<file path="src/rtl/in_service_eoi_controller.sv">
// In-service register with OCW2 end-of-interrupt and priority rotation handling
// for NUM_LEVELS interrupt levels; successor to the fixed 8-level 8259A logic.
module in_service_eoi_controller #(
  parameter int NUM_LEVELS = 8,
  localparam int LEVEL_W = $clog2(NUM_LEVELS)
) (
  input  logic                  clock,
  input  logic                  reset,
  input  logic                  write_icw1,
  input  logic                  auto_eoi_config,
  input  logic                  write_ocw2,
  input  logic [2:0]            ocw2_cmd,
  input  logic [LEVEL_W-1:0]    ocw2_level,
  input  logic                  ack_valid,
  input  logic [NUM_LEVELS-1:0] ack_level,
  input  logic                  end_of_ack_sequence,
  output logic [NUM_LEVELS-1:0] in_service,
  output logic [NUM_LEVELS-1:0] highest_level_in_service,
  output logic [LEVEL_W-1:0]    priority_rotate,
  output logic                  auto_rotate_mode,
  output logic                  eoi_pulse
);

  // All inputs are single-cycle strobes with no back-pressure: a command is
  // taken on the rising edge where its strobe is high and is never stalled.

  logic [NUM_LEVELS-1:0] last_ack;

  logic [NUM_LEVELS-1:0] level_mask;
  logic [NUM_LEVELS-1:0] ocw_clear;
  logic [NUM_LEVELS-1:0] aeoi_clear;
  logic [NUM_LEVELS-1:0] isr_next;
  logic [NUM_LEVELS-1:0] last_ack_next;
  logic                  ocw_rot_en;
  logic [LEVEL_W-1:0]    ocw_rot_val;
  logic                  aeoi_fire;
  logic [LEVEL_W-1:0]    rot_next;
  logic                  mode_next;
  logic                  pulse_next;
  logic                  found;
  logic [LEVEL_W-1:0]    scan_idx;

  // Shared one-hot to level-number encoder; multi-hot inputs are illegal.
  function automatic logic [LEVEL_W-1:0] encode(input logic [NUM_LEVELS-1:0] oh);
    logic [LEVEL_W-1:0] n;
    n = '0;
    for (int i = 0; i < NUM_LEVELS; i++) begin
      if (oh[i]) n = n | LEVEL_W'(i);
    end
    return n;
  endfunction

  // Scan starts just after the lowest-priority level and wraps around.
  always_comb begin
    highest_level_in_service = '0;
    found = 1'b0;
    scan_idx = '0;
    for (int i = 1; i <= NUM_LEVELS; i++) begin
      scan_idx = priority_rotate + LEVEL_W'(i);
      if (!found && in_service[scan_idx]) begin
        highest_level_in_service[scan_idx] = 1'b1;
        found = 1'b1;
      end
    end
  end

  always_comb begin
    level_mask  = NUM_LEVELS'(1) << ocw2_level;
    ocw_clear   = '0;
    ocw_rot_en  = 1'b0;
    ocw_rot_val = ocw2_level;
    mode_next   = auto_rotate_mode;
    if (write_ocw2) begin
      case (ocw2_cmd)
        3'b001: ocw_clear = highest_level_in_service;
        3'b011: ocw_clear = level_mask;
        3'b101: begin
          ocw_clear   = highest_level_in_service;
          ocw_rot_en  = |highest_level_in_service;
          ocw_rot_val = encode(highest_level_in_service);
        end
        3'b111: begin
          ocw_clear  = level_mask;
          ocw_rot_en = 1'b1;
        end
        3'b110: ocw_rot_en = 1'b1;
        3'b100: mode_next = 1'b1;
        3'b000: mode_next = 1'b0;
        default: ;
      endcase
    end

    aeoi_fire  = end_of_ack_sequence && auto_eoi_config;
    aeoi_clear = aeoi_fire ? last_ack : '0;

    // Clears use the pre-edge ISR; a same-cycle acknowledge wins over a clear.
    isr_next = (in_service & ~(ocw_clear | aeoi_clear)) | (ack_valid ? ack_level : '0);

    if (ocw_rot_en)
      rot_next = ocw_rot_val;
    else if (aeoi_fire && auto_rotate_mode && |last_ack)
      rot_next = encode(last_ack);
    else
      rot_next = priority_rotate;

    pulse_next    = |(in_service & ~isr_next);
    last_ack_next = ack_valid ? ack_level : last_ack;
  end

  always_ff @(posedge clock or posedge reset) begin
    if (reset) begin
      in_service       <= '0;
      priority_rotate  <= LEVEL_W'(NUM_LEVELS - 1);
      auto_rotate_mode <= 1'b0;
      eoi_pulse        <= 1'b0;
      last_ack         <= '0;
    end else if (write_icw1) begin
      in_service       <= '0;
      priority_rotate  <= LEVEL_W'(NUM_LEVELS - 1);
      auto_rotate_mode <= 1'b0;
      eoi_pulse        <= 1'b0;
      last_ack         <= '0;
    end else begin
      in_service       <= isr_next;
      priority_rotate  <= rot_next;
      auto_rotate_mode <= mode_next;
      eoi_pulse        <= pulse_next;
      last_ack         <= last_ack_next;
    end
  end

endmodule

</file>
<file path="config.mk">
export PLATFORM = sky130hd
export DESIGN_NAME = in_service_eoi_controller
export DESIGN_NICKNAME = d
export VERILOG_FILES = /design/src/rtl/in_service_eoi_controller.sv
export SDC_FILE = /design/constraint.sdc
export NUM_CORES = 1
export LEC_CHECK = 0
export CELL_PAD_IN_SITES_DETAIL_PLACEMENT = 0
export CELL_PAD_IN_SITES_GLOBAL_PLACEMENT = 2
export CORE_ASPECT_RATIO = 0.75
export CORE_UTILIZATION = 33
export DETAILED_ROUTE_END_ITERATION = 6
export PLACE_DENSITY_LB_ADDON = 0.12
export SLEW_MARGIN = 10
export SYNTH_ARGS = -nofsm -noshare
export SYNTH_HDL_FRONTEND = slang
export SYNTH_SLANG_ARGS = --single-unit
</file>
<file path="constraint.sdc">
create_clock -name clock -period 5.69 [get_ports clock]
set_input_delay 0.8535 -clock clock [delete_from_list [all_inputs] [get_ports clock]]
set_output_delay 0.8535 -clock clock [all_outputs]
set_load 0.03 [all_outputs]
</file>
==> results of run 1 <==
## state kept, by name, indices dropped and copies added (netlist names)
register          count
auto_rotate_mode      1
priority_rotate       3
eoi_pulse             1
last_ack              8
in_service            8
## cell type report
type	count	area [um^2]	area share [%]
flip-flops and latches	21	529.3	16.28
well taps	105	131.4	4.040
clock inverters	1	5.005	0.1539
multi-input cells	285	1997	61.41
clock buffers	3	75.07	2.309
repair buffers	50	457.9	14.08
inverters	15	56.30	1.731
## kinds of logic (layout without fill, tap and decap cells)
kind of cell,count (synthesis),in the layout,synth area share (%)
buf+inv,46,69,10.86
xor+xnor,4,4,2.164
compound gates,95,95,23.84
fa+ha+maj,6,6,2.649
mux,25,25,13.11
simple gates,155,155,28.70
flops,21,21,18.68
## per-stage QoR
step                cells  hold WS [ps]  worst slack, ps
floorplan             352         528.5             1396
global placement      476         551.0            950.2
detailed placement    476         554.5             1071
CTS                   480         565.9            755.7
global route          480         600.7            425.7
finish                480         566.1            682.5
## worst register-to-register path, cell delays in order (launching register included)
cell and delay [ps]:
dfstp_2 730, inv_1 160, ha_1 320, xor2_2 420, mux2i_1 240, o221ai_1 140, buf_4 220, nand4bb_1 410
nor4_1 110, nor4_1 640, nor2_1 230, a2111oi_0 660, a41oi_1 200
## power by group
group | total (W) | switching [W] | leakage, nW | internal [W]
sequential | 0.000236 | 0.0000639 | 0.270 | 0.000172
clock | 0.000152 | 0.0000573 | 0.0409 | 0.0000944
combinational | 0.00125 | 0.000786 | 0.989 | 0.000461
## worst paths after layout
| path | from | end | slack (ps) | cells after the start |
|---|---|---|---|---|
| setup / recovery | priority_rotate[1] | highest_level_in_service[6] | 680 | 10 |
| hold / removal | last_ack[0] | last_ack[0] | 570 | 2 |
| setup reg to reg | priority_rotate[1] | eoi_pulse | 1030 | 12 |
| hold reg to reg | last_ack[0] | last_ack[0] | 570 | 2 |
| max in group asynchronous | reset | in_service[3] | 4030 | 2 |
| min in group asynchronous | reset | auto_rotate_mode | 1110 | 2 |
## routing by layer
metal  vias to the layer above  global-route usage, %  routed length (um)
li1                       1390                      -                   -
met1                      1439                  39.21                5265
met2                       185                  33.58                4067
met3                         4                  4.710                1121
met4                         0                 0.9459                  27
met5                         -                      0                   0
## placed cells by master, fill, tap and decap left out, types with 3 or more instances in the layout
| master | instances |
|---|---|
| a21o_1 | 6 |
| a21oi_1 | 22 |
| a22oi_1 | 3 |
| a311oi_1 | 4 |
| a31oi_1 | 7 |
| and2_1 | 3 |
| buf_4 | 17 |
| clkbuf_16 | 3 |
| clkdlybuf4s50_1 | 33 |
| dfrtp_1 | 18 |
| dfstp_2 | 3 |
| ha_1 | 6 |
| inv_1 | 15 |
| mux2_2 | 5 |
| mux2i_1 | 12 |
| mux4_1 | 4 |
| mux4_2 | 4 |
| nand2_1 | 44 |
| nand2b_1 | 11 |
| nand3_1 | 27 |
| nand4_1 | 4 |
| nand4b_1 | 4 |
| nor2_1 | 23 |
| nor2b_1 | 3 |
| nor3_1 | 12 |
| nor4_1 | 7 |
| o211ai_1 | 7 |
| o21ai_0 | 5 |
| o221ai_1 | 4 |
| o22ai_1 | 7 |
| o31ai_1 | 4 |
| or3_1 | 3 |
==> reports/results.txt, run 1 <==
outcome - finished clean
Starting Density - 35.02%
Final ANT Viol Nets - 0
Placed Area - 3172 um^2
HP Class - reg2reg
share of the synthesized area in the top cell type - 15.89%
most frequent cell after synthesis - nand2_1
drt drc - 0
synthesized area per cell - 8.051 um^2
Core Area - 8093 um^2
leak pwr - 1.300 nW
Post-synth EDFFs - 0
Design Power - 0.001634 W
post-synthesis cell type count - 69
largest net degree at the start of global routing - 24
min cycle time layout - 5007 ps
Hold Buf Count CTS - 0
syn_nets - 379
Peak Freq - 199.7 MHz
Worst-Skew Late Latency - 250 ps
CTS buffer count - 3
Main synth FF type - dfrtp_1
setup bufs post-CTS - 0
leading area contributor after synthesis - dfrtp_1
slowest cell on the critical path - dfstp_2
number of nets in the layout - 403
Crit path max-delay family - simple AND/OR/NAND/NOR gates
IO Port Bufs - 41
Syn Inst Count - 352
violation count after the first detailed-route iteration - 394
Longest Clk Path Bufs - 2
list of most frequent post-synthesis cells - 44 x nand2_1, 27 x nand3_1, 23 x nor2_1
RSZ-0062 raised after global routing - no
Final GP Congestion - 0.8737
TritonRoute pass-1 iters - 5
Slew Viols, Final - 0
Via density - 6.288
I/O pin total - 42
final hold vios - 0
crit-path max cell delay - 730 ps
WP data arrival - 4150 ps
async set-reset flop share out of synthesis - 100.0%
initial antenna violation count - 0
first-pass GRT wire length - 16310 um
power per cell area - 502.6 nW/um^2
total die area - 8966 um^2
CTS tree - yes
WS Path Type - reg2out
DPL Wire Length - 7884 um
synthesis-stage register bit count - 21
number of global-route vias before repair - 2723
root buffer cell - clkbuf_16
Vias - 3018
CP Buf/Inv Count - 2
final core utilization - 40.18%
sequential share of the synthesized area - 18.68%
period utilization - 88.00%
setup tns final - 0 ps
Max-slew headroom - 39.77%
total number of H-tree levels - 1
endpoint class of the critical path - output port
Post-Syn Area - 2834 um^2
Clock Skew - 6.642 ps
Max Fanout on Critical Path - 16
Max Cap Viol - 0
crit-path cells - inv_1 > ha_1 > mux4_2 > nor2_1 > nand2_1 > nand4bb_1 > o31a_1 > nor3_1 > or3b_2 > buf_4
Setup Viol. Count Final - 0
DR WL/cell - 21.84 um
GRT overflow - 0
share of cells above drive strength 1 - 12.53%
synthesis-to-finish area growth - 14.75%
final instance area - 3252 um^2
WP data required - 4840 ps
Die Ht - 82.26 um
Ys Warns - 0
routed wire length - 10480 um
clock sinks - 21
chip width - 109.0 um
maximum VDD drop - 0.2499 mV
top post-synthesis cells by area - dfrtp_1 16%, nand2_1 5.8%, nand3_1 4.8%
# rows - 28
Reg clk slew, reported paths - 60 ps
Slew @ Worst Pin - 902.5 ps
ANT cells - 0
Global Route Usage Sum - 24.27%
number of fill cells in the layout - 863
Startpoint Class - flop
CTS resizes - 0
Note: power is estimated with default switching activity, not from simulation.
==> run 2, diff against run 1 <==
--- a/config.mk
+++ b/config.mk
@@ -8,7 +8,7 @@
 export CELL_PAD_IN_SITES_DETAIL_PLACEMENT = 0
 export CELL_PAD_IN_SITES_GLOBAL_PLACEMENT = 2
 export CORE_ASPECT_RATIO = 0.75
-export CORE_UTILIZATION = 33
+export CORE_UTILIZATION = 35
 export DETAILED_ROUTE_END_ITERATION = 6
 export PLACE_DENSITY_LB_ADDON = 0.12
 export SLEW_MARGIN = 10
==> constraint.sdc (replaced) <==
create_clock -name clock -period 6 [get_ports clock]
set_input_delay 0.9 -clock clock [delete_from_list [all_inputs] [get_ports clock]]
set_output_delay 0.9 -clock clock [all_outputs]
set_load 0.03 [all_outputs]
==> run 2 against run 1 <==
Non-clock buffer count unchanged; critical path depth increased by 1; sequential power decreased by 13%; setup slack worse by 140 ps; final cell count unchanged; worst hold slack improved by 17 ps; sequential share of layout area rose by 0.069 points; wire length shrank 1.4%; clock power fell by 36%; critical path type unchanged; register-to-register slack better by 450 ps; final area shrank 0.42%; global-route usage is 1.2 points higher.
==> reports/results.txt, run 2 (same netlist as run 1, synthesis figures left out) <==
Via density - 6.344 (was 6.288)
Worst-Skew Late Latency - 270 ps (was 250 ps)
DR WL/cell - 21.53 um (was 21.84 um)
multi-input logic area - 1997 um^2 (unchanged)
final hold vios - 0 (unchanged)
period utilization - 90.89%
Slew @ Worst Pin - 850.4 ps (was 902.5 ps)
WP data required - 5100 ps (was 4840 ps)
HP Class - reg2reg (unchanged)
placed insts - 476 (unchanged)
Peak Freq - 183.4 MHz
Reg clk slew, reported paths - 80 ps (was 60 ps)
number of fill cells in the layout - 822 (was 863)
WP data arrival - 4550 ps (was 4150 ps)
worst r2r src - priority_rotate[1] (unchanged)
IO Port Bufs - 41 (unchanged)
Placed Area - 3192 um^2 (was 3172 um^2)
Clock Skew - 1.425 ps (was 6.642 ps)
Starting Density - 35.95% (was 35.02%)
# rows - 28 (unchanged)
reg-to-reg endpoint - priority_rotate[1] (was eoi_pulse)
CP startpoint - priority_rotate[1] (unchanged)
chip width - 105.9 um (was 109.0 um)
Startpoint Class - flop (unchanged)
Core Area - 7883 um^2 (was 8093 um^2)
total number of H-tree levels - 1 (unchanged)
drt drc - 0 (unchanged)
number of nets in the layout - 403 (unchanged)
power per cell area - 464.6 nW/um^2 (was 502.6 nW/um^2)
commonest non-fill, non-tap cells in the layout - 44 x nand2_1, 41 x clkdlybuf4s50_1, 27 x nand3_1, 23 x nor2_1, 22 x a21oi_1 (was 44 x nand2_1, 33 x clkdlybuf4s50_1, 27 x nand3_1, 23 x nor2_1, 22 x a21oi_1)
CTS buffer count - 3 (unchanged)
Setup Viol. Count Final - 0 (unchanged)
initial antenna violation count - 0 (unchanged)
DPL Wire Length - 7676 um (was 7884 um)
Final ANT Viol Nets - 0 (unchanged)
root buffer cell - clkbuf_8 (was clkbuf_16)
r2r setup slk - 1480 ps (was 1030 ps)
first-pass GRT wire length - 16300 um (was 16310 um)
most common cell after layout, fill and taps aside - nand2_1 (unchanged)
GRT overflow - 0 (unchanged)
WS Path Type - reg2out (unchanged)
routed wire length - 10340 um (was 10480 um)
violation count after the first detailed-route iteration - 312 (was 394)
Largest regs - in_service (8), last_ack (8), priority_rotate (3) (unchanged)
CTS tree - yes (unchanged)
pre-CTS WS - 942.2 ps (was 1071 ps)
leak pwr - 1.270 nW (was 1.300 nW)
ANT cells - 0 (unchanged)
Slew Viols, Final - 0 (unchanged)
total die area - 8465 um^2 (was 8966 um^2)
min cycle time layout - 5454 ps
Max-slew headroom - 43.24% (was 39.77%)
largest net degree at the start of global routing - 39 (was 24)
Hold Buf Count CTS - 0 (unchanged)
CTS resizes - 0 (unchanged)
maximum VDD drop - 0.3164 mV (was 0.2499 mV)
Vias - 3045 (was 3018)
setup tns final - 0 ps (unchanged)
Critical path destination - highest_level_in_service[6] (unchanged)
RSZ-0062 raised after global routing - no (unchanged)
fin cells - 480 (unchanged)
number of global-route vias before repair - 2770 (was 2723)
Die Ht - 79.93 um (was 82.26 um)
share of cells above drive strength 1 - 10.40% (was 12.53%)
outcome - finished clean (unchanged)
Max Fanout on Critical Path - 13 (was 16)
setup bufs post-CTS - 0 (unchanged)
endpoint class of the critical path - output port (unchanged)
Final GP Congestion - 0.8880 (was 0.8737)
post-route setup slack - 546.5 ps (was 682.5 ps)
I/O pin total - 42 (unchanged)
Global Route Usage Sum - 25.49% (was 24.27%)
synthesis-to-finish area growth - 14.26% (was 14.75%)
hold depth - 2 (unchanged)
Longest Clk Path Bufs - 2 (unchanged)
TritonRoute pass-1 iters - 6 (was 5)
Design Power - 0.001505 W (was 0.001634 W)
Register Area - 529.3 um^2 (unchanged)
clock sinks - 21 (unchanged)
final instance area - 3238 um^2 (was 3252 um^2)
Max Cap Viol - 0 (unchanged)
R2R depth - 12 (unchanged)
## run 2: cell count changes in the layout (fill, tap and decap cells not counted)
| cell | change |
|---|---|
| clkbuf_16 | -3 |
| clkbuf_8 | +3 |
| clkdlybuf4s50_1 | +8 |
| buf_4 | -8 |
## run 2: how the worst min path moves through the flow
stage	endpoint	from	slack, ps
floorplan	last_ack[0]	last_ack[0]	530
global placement	last_ack[0]	last_ack[0]	570
detailed placement	last_ack[0]	last_ack[0]	570
CTS	last_ack[0]	last_ack[0]	580
global route	last_ack[6]	last_ack[6]	630
finish	last_ack[0]	last_ack[0]	580
## run 2: stage by stage
stage / util, % / hold WS [ps]
2_1_floorplan: - / 528.5
3_3_place_gp: 40.49 / 566.1
3_5_place_dp: 40.49 / 565.3
4_1_cts: 41.08 / 577.9
5_1_grt: 41.08 / 630.8
6_report: 41.08 / 582.8
## run 2: area by class of cell
| class | instances | area share [%] |
|---|---|---|
| multi-input cells | 285 | 61.67 |
| flip-flops and latches | 21 | 16.34 |
| repair buffers | 50 | 14.76 |
| well taps | 105 | 4.057 |
| inverters | 15 | 1.739 |
| clock buffers | 3 | 1.275 |
| clock inverters | 1 | 0.1546 |
## run 2: critical path, stage by stage, from the launching register on
cell             delay (ps)
dfstp_2                 730
inv_1                   150
ha_1                    310
xor2_2                  440
mux2i_1                 240
o221ai_1                150
buf_4                   220
nand4bb_1               380
nor3_1                  100
a211oi_1                380
or3b_2                  540
clkdlybuf4s50_1         620
## run 2: routing by layer
metal,wire (um),track usage (%),up-vias
li1,-,-,1385
met1,5194,39.94,1473
met2,3887,33.53,174
met3,1131,7.347,13
met4,123,4.028,0
met5,0,0,-
## run 2: where the power goes
group / internal [W] / switching (W) / leakage [nW] / total (W)
registers: 0.000162 / 0.0000431 / 0.270 / 0.000205
logic: 0.000447 / 0.000755 / 0.975 / 0.00120
clock network: 0.0000464 / 0.0000504 / 0.0255 / 0.0000969
total: 0.000656 / 0.000849 / 1.27 / 0.00150
==> run 3, diff against run 2 <==
--- a/config.mk
+++ b/config.mk
@@ -5,10 +5,9 @@
 export SDC_FILE = /design/constraint.sdc
 export NUM_CORES = 1
 export LEC_CHECK = 0
-export CELL_PAD_IN_SITES_DETAIL_PLACEMENT = 0
-export CELL_PAD_IN_SITES_GLOBAL_PLACEMENT = 2
+export ABC_AREA = 0
 export CORE_ASPECT_RATIO = 0.75
-export CORE_UTILIZATION = 35
+export CORE_UTILIZATION = 55
 export DETAILED_ROUTE_END_ITERATION = 6
 export PLACE_DENSITY_LB_ADDON = 0.12
 export SLEW_MARGIN = 10
==> run 3 against run 2 <==
The run now ends with design-rule violations left; clock power is 1% lower; power is 0.99% lower; critical path depth unchanged; wire length down 9.9%; core utilization increased by 23 points; critical endpoint is now highest_level_in_service[7]; sequential share of layout area rose by 0.45 points; register-to-register slack is essentially flat; via count grew 1.8%; largest cell class unchanged; final cell count is 10% lower; global-route usage rose by 9.5 points; non-clock buffer count shrank 4.
==> reports/results.txt, run 3 (same netlist as run 1, synthesis figures left out) <==
root buffer cell - clkbuf_8 (unchanged)
maximum VDD drop - 0.3673 mV (was 0.3164 mV)
Hold Buf Count CTS - 0 (unchanged)
crit-path max cell delay - 760 ps (was 730 ps)
RSZ-0062 raised after global routing - no (unchanged)
setup bufs post-CTS - 0 (unchanged)
CP Buf/Inv Count - 4 (was 3)
WP data arrival - 4510 ps (was 4550 ps)
reg-to-reg endpoint - priority_rotate[1] (unchanged)
I/O pin total - 42 (unchanged)
Starting Density - 57.52% (was 35.95%)
total die area - 5447 um^2 (was 8465 um^2)
DPL Wire Length - 6903 um (was 7676 um)
HP Class - reg2reg (unchanged)
largest net degree at the start of global routing - 24 (was 39)
period utilization - 90.23% (was 90.89%)
pre-CTS WS - 982.2 ps (was 942.2 ps)
Longest Clk Path Bufs - 2 (unchanged)
violation count after the first detailed-route iteration - 466 (was 312)
Hold WS - 577.0 ps (was 582.8 ps)
Reg clk slew, reported paths - 80 ps (about the same)
crit-path cells - inv_1 > ha_1 > xor2_2 > mux2i_1 > o221ai_1 > buf_4 > nand4bb_1 > nor2_1 > a311oi_1 > inv_1 > clkdlybuf4s50_1 (was inv_1 > ha_1 > xor2_2 > mux2i_1 > o221ai_1 > buf_4 > nand4bb_1 > nor3_1 > a211oi_1 > or3b_2 > clkdlybuf4s50_1)
routed wire length - 9317 um (was 10340 um)
min cycle time layout - 5414 ps (was 5454 ps)
Vias - 3100 (was 3045)
slowest cell on the critical path - dfstp_2 (unchanged)
IO Port Bufs - 41 (unchanged)
most common cell after layout, fill and taps aside - nand2_1 (unchanged)
initial antenna violation count - 0 (unchanged)
Die Ht - 64.17 um (was 79.93 um)
worst r2r src - priority_rotate[0] (was priority_rotate[1])
Via density - 7.193 (was 6.344)
R2R depth - 12 (unchanged)
failing checks - design-rule violations
Core Area - 4927 um^2 (was 7883 um^2)
number of global-route vias before repair - 2785 (was 2770)
setup tns final - 0 ps (unchanged)
Peak Freq - 184.7 MHz (was 183.4 MHz)
final instance area - 3152 um^2 (was 3238 um^2)
synthesis-to-finish area growth - 11.21% (was 14.26%)
Max Cap Viol - 0 (unchanged)
Slew @ Worst Pin - 918.9 ps (was 850.4 ps)
drt drc - 2 (was 0)
number of nets in the layout - 399 (was 403)
Levels on crit path - 11 (unchanged)
WP data required - 5100 ps (about the same)
first-pass GRT wire length - 14840 um (was 16300 um)
GRT overflow - 0 (unchanged)
Worst-Skew Late Latency - 260 ps (was 270 ps)
commonest non-fill, non-tap cells in the layout - 44 x nand2_1, 41 x clkdlybuf4s50_1, 27 x nand3_1, 23 x nor2_1, 22 x a21oi_1 (unchanged)
Slew Viols, Final - 0 (unchanged)
power per cell area - 472.6 nW/um^2 (was 464.6 nW/um^2)
WS Path Type - reg2out (unchanged)
Clock Skew - 2.653 ps (was 1.425 ps)
Final ANT Viol Nets - 0 (unchanged)
r2r setup slk - 1490 ps (was 1480 ps)
endpoint class of the critical path - output port (unchanged)
CTS buffer count - 3 (unchanged)
outcome - finished with violations (was finished clean)
DR WL/cell - 21.62 um (was 21.53 um)
final hold vios - 0 (unchanged)
Critical path destination - highest_level_in_service[7] (was highest_level_in_service[6])
clock sinks - 21 (unchanged)
# rows - 22 (was 28)
Startpoint Class - flop (unchanged)
ANT cells - 0 (unchanged)
Max Fanout on Critical Path - 20 (was 13)
Final GP Congestion - 1.010 (was 0.8880)
Top cell by count, worst path - inv_1
Max-slew headroom - 38.30% (was 43.24%)
Global Route Usage Sum - 34.96% (was 25.49%)
CTS tree - yes (unchanged)
Placed Area - 3105 um^2 (was 3192 um^2)
Largest regs - in_service (8), last_ack (8), priority_rotate (3) (unchanged)
CTS resizes - 0 (unchanged)
chip width - 84.89 um (was 105.9 um)
Crit path max-delay family - buffers and inverters (was simple AND/OR/NAND/NOR gates)
CP startpoint - priority_rotate[0] (was priority_rotate[1])
total number of H-tree levels - 1 (unchanged)
Setup Viol. Count Final - 0 (unchanged)
post-route setup slack - 586.0 ps (was 546.5 ps)
share of cells above drive strength 1 - 9.434% (was 10.40%)
TritonRoute pass-1 iters - 7 (was 6)
leak pwr - 1.252 nW (was 1.270 nW)
-- run 3: per-layer routing --
layer | vias to the layer above | GRT usage (%) | routed length [um]
met2 | 257 | 46.44 | 3622
met1 | 1443 | 54.45 | 4270
li1 | 1382 | - | -
met5 | - | 0 | 0
met3 | 18 | 10.85 | 1341
met4 | 0 | 6.356 | 82
-- run 3: area by class of cell --
class	instances	area [um^2]
Fill cell	438	1775
Tap cell	60	75.07
Timing Repair Buffer	46	447.9
Clock buffer	3	41.29
Sequential cell	21	529.3
Inverter	15	56.30
Multi-Input combinational cell	285	1997
Clock inverter	1	5.005
-- run 3: where the power goes --
group	total, W	internal, W	switching (W)
clock	0.0000957	0.0000464	0.0000493
combinational	0.00117	0.000435	0.000738
sequential	0.000221	0.000163	0.0000584
-- run 3: how the worst min path moves through the flow --
stage                startpoint     endpoint  slack, ps  depth (start not counted)
floorplan           last_ack[0]  last_ack[0]        530                          2
global placement    last_ack[0]  last_ack[0]        550                          2
detailed placement  last_ack[0]  last_ack[0]        560                          2
CTS                 last_ack[0]  last_ack[0]        570                          2
global route        last_ack[0]  last_ack[0]        610                          2
finish              last_ack[0]  last_ack[0]        580                          2
-- run 3: worst reg2reg max path: stages (launching register included) --
cell       delay, ps
dfstp_2          760
inv_1            130
ha_1             330
xor2_2           440
mux2i_1          240
o221ai_1         130
buf_4            220
nand4bb_1        380
nor3_1           120
or4_4            600
or4b_4           550
a211o_1          320
a32oi_1          210
-- run 3: through the flow --
stage / power, W / cells / utilization [%]
after global routing: 0.001565 / 431 / 63.97
final: 0.001490 / 431 / 63.97
after CTS: 0.001447 / 431 / 63.97
after global placement: 0.001347 / 427 / 63.03
after floorplan: 0.001107 / 352 / -
after detailed placement: 0.001345 / 427 / 63.03
